## config.mk

```make
export PLATFORM = sky130hd
export DESIGN_NAME = chien_search
export DESIGN_NICKNAME = d
export VERILOG_FILES = /design/src/rtl/rs_pkg.sv /design/src/rtl/gf_const_mul.sv /design/src/rtl/chien_search.sv
export SDC_FILE = /design/constraint.sdc
export NUM_CORES = 1
export LEC_CHECK = 0
export ABC_AREA = 1
export CAP_MARGIN = 20
export CORE_ASPECT_RATIO = 0.75
export CORE_UTILIZATION = 55
export CTS_BUF_LIST = sky130_fd_sc_hd__clkbuf_8
export DETAILED_ROUTE_END_ITERATION = 6
export GPL_ROUTABILITY_DRIVEN = 0
export PLACE_DENSITY_LB_ADDON = 0.05
export SLEW_MARGIN = 15
export SYNTH_ARGS = -nofsm -noshare
export SYNTH_HDL_FRONTEND = slang
export SYNTH_SLANG_ARGS = --single-unit
```

## constraint.sdc

```tcl
create_clock -name Clk -period 4.8 [get_ports Clk]
set_clock_uncertainty 0.15 [all_clocks]
set_input_delay 0.96 -clock Clk [delete_from_list [all_inputs] [get_ports Clk]]
set_output_delay 0.96 -clock Clk [all_outputs]
set_load 0.01 [all_outputs]
```

## src/rtl/rs_pkg.sv

```systemverilog
// Shared GF(2^8) constants, arithmetic helpers and state encoding for the RS(204,188) decoder stages.
package rs_pkg;

  localparam int M = 8;
  localparam int T = 8;
  localparam int N = 204;
  localparam logic [M:0] PRIM_POLY = 9'h11D;

  typedef enum logic [1:0] {
    IDLE = 2'd0,
    RUN  = 2'd1,
    FIN  = 2'd2
  } chien_state_t;

  // Shift-and-add multiply, reducing by the field generator whenever the top bit falls out.
  function automatic logic [M-1:0] gf_mul(input logic [M-1:0] a, input logic [M-1:0] b);
    logic [M-1:0] acc;
    logic [M-1:0] sh;
    acc = '0;
    sh  = a;
    for (int k = 0; k < M; k++) begin
      if (b[k]) acc = acc ^ sh;
      sh = sh[M-1] ? ((sh << 1) ^ PRIM_POLY[M-1:0]) : (sh << 1);
    end
    return acc;
  endfunction

  function automatic logic [M-1:0] gf_pow(input int e);
    logic [M-1:0] acc;
    acc = M'(1);
    for (int k = 0; k < (e % 255); k++) acc = gf_mul(acc, M'(2));
    return acc;
  endfunction

endpackage

```

## src/rtl/gf_const_mul.sv

```systemverilog
// Multiply by a fixed field element: each input bit selects one precomputed column of the XOR matrix.
module gf_const_mul
  import rs_pkg::*;
#(
  parameter logic [M-1:0] CONST = 8'h01
) (
  input  logic [M-1:0] Din,
  output logic [M-1:0] Dout
);

  logic [M-1:0] term [M];

  for (genvar k = 0; k < M; k++) begin : gCol
    localparam logic [M-1:0] COL = gf_mul(CONST, M'(1) << k);
    assign term[k] = Din[k] ? COL : '0;
  end

  always_comb begin
    Dout = '0;
    for (int k = 0; k < M; k++) Dout = Dout ^ term[k];
  end

endmodule

```

## src/rtl/chien_search.sv

```systemverilog
// Chien search: evaluates the latched error locator at alpha^-i for every codeword position, one per clock.
module chien_search
  import rs_pkg::*;
(
  input  logic         Clk,
  input  logic         Reset,
  input  logic         Start,
  input  logic [M-1:0] Sigma1,
  input  logic [M-1:0] Sigma2,
  input  logic [M-1:0] Sigma3,
  input  logic [M-1:0] Sigma4,
  input  logic [M-1:0] Sigma5,
  input  logic [M-1:0] Sigma6,
  input  logic [M-1:0] Sigma7,
  input  logic [M-1:0] Sigma8,
  output logic         Busy,
  output logic         Loc_Valid,
  output logic [7:0]   Loc_Index,
  output logic         Err_Flag,
  output logic         Done,
  output logic [3:0]   Err_Count,
  output logic         Fail
);

  if (N > 255) begin : gLengthCheck
    $error("chien_search: N must not exceed 255");
  end

  chien_state_t state;
  logic [M-1:0] sigmaIn  [1:T];
  logic [M-1:0] coef     [1:T];
  logic [M-1:0] coefNext [1:T];
  logic [M-1:0] sum;
  logic [3:0]   degIn;
  logic [3:0]   deg;
  logic [7:0]   pos;

  assign sigmaIn[1] = Sigma1;
  assign sigmaIn[2] = Sigma2;
  assign sigmaIn[3] = Sigma3;
  assign sigmaIn[4] = Sigma4;
  assign sigmaIn[5] = Sigma5;
  assign sigmaIn[6] = Sigma6;
  assign sigmaIn[7] = Sigma7;
  assign sigmaIn[8] = Sigma8;

  // Term j advances by alpha^-j = alpha^(255-j) each step, so after i steps it holds s_j * alpha^(-i*j).
  for (genvar j = 1; j <= T; j++) begin : gStep
    gf_const_mul #(.CONST(gf_pow(255 - j))) uStep (
      .Din  (coef[j]),
      .Dout (coefNext[j])
    );
  end

  always_comb begin
    sum = M'(1);
    for (int j = 1; j <= T; j++) sum = sum ^ coef[j];
  end

  always_comb begin
    degIn = '0;
    for (int j = 1; j <= T; j++) begin
      if (sigmaIn[j] != '0) degIn = 4'(j);
    end
  end

  always_ff @(posedge Clk) begin
    if (Reset) begin
      state     <= IDLE;
      Busy      <= 1'b0;
      Loc_Valid <= 1'b0;
      Loc_Index <= '0;
      Err_Flag  <= 1'b0;
      Done      <= 1'b0;
      Err_Count <= '0;
      Fail      <= 1'b0;
      deg       <= '0;
      pos       <= '0;
      for (int j = 1; j <= T; j++) coef[j] <= '0;
    end else begin
      case (state)
        IDLE: begin
          Done      <= 1'b0;
          Loc_Valid <= 1'b0;
          Err_Flag  <= 1'b0;
          // Busy is still high during the Done cycle, which keeps a Start there from being accepted.
          if (Start && !Busy) begin
            for (int j = 1; j <= T; j++) coef[j] <= sigmaIn[j];
            deg       <= degIn;
            pos       <= '0;
            Err_Count <= '0;
            Fail      <= 1'b0;
            Busy      <= 1'b1;
            state     <= RUN;
          end else begin
            Busy <= 1'b0;
          end
        end
        RUN: begin
          Loc_Valid <= 1'b1;
          Loc_Index <= pos;
          Err_Flag  <= (sum == '0);
          if ((sum == '0) && (Err_Count != 4'hF)) Err_Count <= Err_Count + 4'd1;
          for (int j = 1; j <= T; j++) coef[j] <= coefNext[j];
          pos <= pos + 8'd1;
          if (pos == 8'(N - 1)) state <= FIN;
        end
        FIN: begin
          Loc_Valid <= 1'b0;
          Err_Flag  <= 1'b0;
          Done      <= 1'b1;
          Fail      <= (Err_Count != deg);
          state     <= IDLE;
        end
        default: state <= IDLE;
      endcase
    end
  end

endmodule

```

==> qor.yml <==
outcome: "completed"
dieHeight_um: 93.5
grt_start_max_net_pins: 65
initial_core_util: 0.580
num_rows: 32
dr_total_vias: 5635
synth.most_common_cell: "nand2_1"
first_iter_violations: 524
cp.required_ns: 4.93
htree_num_levels: 3
leakagePower_nw: 3.23
cts_sinks: 95
yosys.area_share.simple: 0.241
fmax_mhz: 313
endpoint_kind: "flop"
synth_area_um2: 6140
worstPathMaxFanout: 34
hp-class: "reg2reg"
drc_errors: 0
synth-edff-count: 64
hpwl_um: 12000
seq_power_share: 0.437
synth_compound_area_frac: 0.112
synthesis.nets: 887
placed_cells: 1015
ys_ff_latch: 95
yosys.area.top_type_share: 0.313
setup_viol: 0
post_drt_wl_per_cell_um: 15.7
crit_arrival_ns: 3.33
synth-xor-area-share: 0.126
drtPass1Iterations: 5
vdd_drop_max_v: 0.000200
clock_latency_ns: 0.40
hold_buffers: 0
grt-ovfl-total: 0
start_kind: "input pin"
layout.nets: 959
cts_setup_buffers: 0
yosysSeqAreaShare: 0.414
grt_util_met1: 0.400
syn_area_per_cell_um2: 7.50
p_sw_frac: 0.396
synth_top_family_by_area: "simple AND/OR/NAND/NOR gates"
cts-root-buf: "clkbuf_8"
grtUsageTotal: 0.298
fp.dieArea_um2: 11600
numCtsBuffers: 9
grt_pass1_wl_um: 25900
rsz0062_at_grt: "no"
grtUsageMet2: 0.479
synthAdderAreaFrac: 0.00408
rr_worst_depth: 7
drv_slew: 0
drt_wl_total_um: 16200
io_buffers: 83
viasPerCell: 5.47
crit_type: "in2reg"
hold_depth: 2
ctsResizeCount: 0
place_ws_ns: 1.27
cts_tree: "yes"
stdcell_count: 1031
power_density_nw_per_um2: 373
drive_gt1_frac: 0.0458
synth.area.mux_share: 0
min_period_ns: 3.20
internal-power_w: 0.00163
coreArea_um2: 10600
antenna_found_initial: 0
synth_common_cells: "nand2_1, inv_1, edfxtp_1"
yosysWarnings: 0
power_frac_clock: 0.198
synth_cells: 818
relSlewSlack: 0.428
area_growth_pct: 18.0
antenna_left: 0
grt_busiest_layer: "met2"
grt_pass1_vias: 5376
top_level_ports: 84
clk_pin_slew_worst_paths_ns: 0.10
tightest_slew_ns: 0.857
synth_area_leader_cell: "edfxtp_1"
synth_area_leaders: "edfxtp_1, nand2_1, dfxtp_1"
p_comb_frac: 0.365
layout_setup_ws_ns: 1.60
gr-usage-met3: 0.0628
die_w_um: 124
antennaDiodeCount: 0
clockBufferDepth: 2
cap_violations: 0
hold_viol_final: 0
ys_types: 33
ys.flop_type: "edfxtp_1"
p_sw_w: 0.00107
async_reset_ff_frac: 0
setup_tns_ns: 0
period_share: 0.666
worst paths after layout:
path	start	to	slack [ns]
setup reg to reg	state[0]$_SDFFE_PP0P_	deg[2]$_SDFFE_PP0P_	2.30
hold reg to reg	Loc_Valid$_SDFFE_PP0P_	Loc_Valid$_SDFFE_PP0P_	0.30
hold / removal	Loc_Valid$_SDFFE_PP0P_	Loc_Valid$_SDFFE_PP0P_	0.30
setup / recovery	Reset	deg[2]$_SDFFE_PP0P_	1.60
power groups by stage:
stage / registers, W / logic (W) / clock network, W
after detailed placement: 0.00119 / 0.000971 / 0
after global routing: 0.00119 / 0.00111 / 0.000566
after global placement: 0.00119 / 0.000930 / 0
after CTS: 0.00117 / 0.000977 / 0.000540
after floorplan: 0.00113 / 0.000746 / 0
final: 0.00118 / 0.000984 / 0.000534
stage by stage:
step	area [um^2]	utilization	total power [W]	hold WS (ns)
after floorplan	6140	-	0.00188	0.289
after global placement	7060	0.667	0.00212	0.288
after detailed placement	7060	0.667	0.00216	0.287
after CTS	7240	0.685	0.00269	0.303
after global routing	7240	0.685	0.00287	0.330
final	7240	0.685	0.00270	0.301
registers in the layout (all words and copies together) (netlist names):
register,flops
Err_Count,4
Err_Flag,1
Loc_Valid,1
Busy,1
pos,8
Loc_Index,8
deg,4
coef,64
state,2
Fail,1
Done,1
cells by family (layout without fill, tap and decap cells):
kind of cell,Yosys count,count (layout)
XOR/XNOR,88,88
flip-flops,95,95
AO/OA/AOI/OAI,108,108
buffers and inverters,159,236
AND/OR/NAND/NOR,366,366
adder cells (fa/ha/maj),2,2
metal layers:
metal	vias up	routed length (um)
met1	2620	7260
li1	2760	-
met2	234	7240
met5	-	0
met4	0	301
met3	21	1410
final cells by class:
class | instances | area (um^2)
clock buffer | 9 | 124
clock inverter | 7 | 60.1
fill | 937 | 3330
inverter | 132 | 495
multi-input combinational | 564 | 2970
sequential | 95 | 2540
tap | 136 | 170
timing repair buffer | 88 | 881
placed cells by master (no fill, tap or decap), types with 3 or more instances in the layout:
cell / Yosys / layout
or2_2: 5 / 5
nand3_1: 15 / 15
a22o_1: 3 / 3
inv_1: 125 / 125
nor4_1: 11 / 11
xnor2_1: 37 / 37
clkbuf_8: 0 / 9
dfxtp_1: 31 / 31
o22ai_1: 16 / 16
clkdlybuf4s50_1: 0 / 83
a32o_1: 19 / 19
nand2_1: 261 / 260
o21ai_0: 47 / 47
buf_4: 0 / 4
a21oi_1: 16 / 16
inv_2: 7 / 7
nand4_1: 8 / 8
edfxtp_1: 64 / 64
xor2_1: 51 / 51
nor2_1: 57 / 57
nor2_2: 3 / 3
critical path, cell delays in order:
cell and delay, ns:
clkdlybuf4s50_1 0.87, nor2_2 0.08, buf_4 0.29, inv_1 0.68, nor2_1 0.19, a22o_1 0.25
No activity file was read; power rests on OpenSTA's default activity.
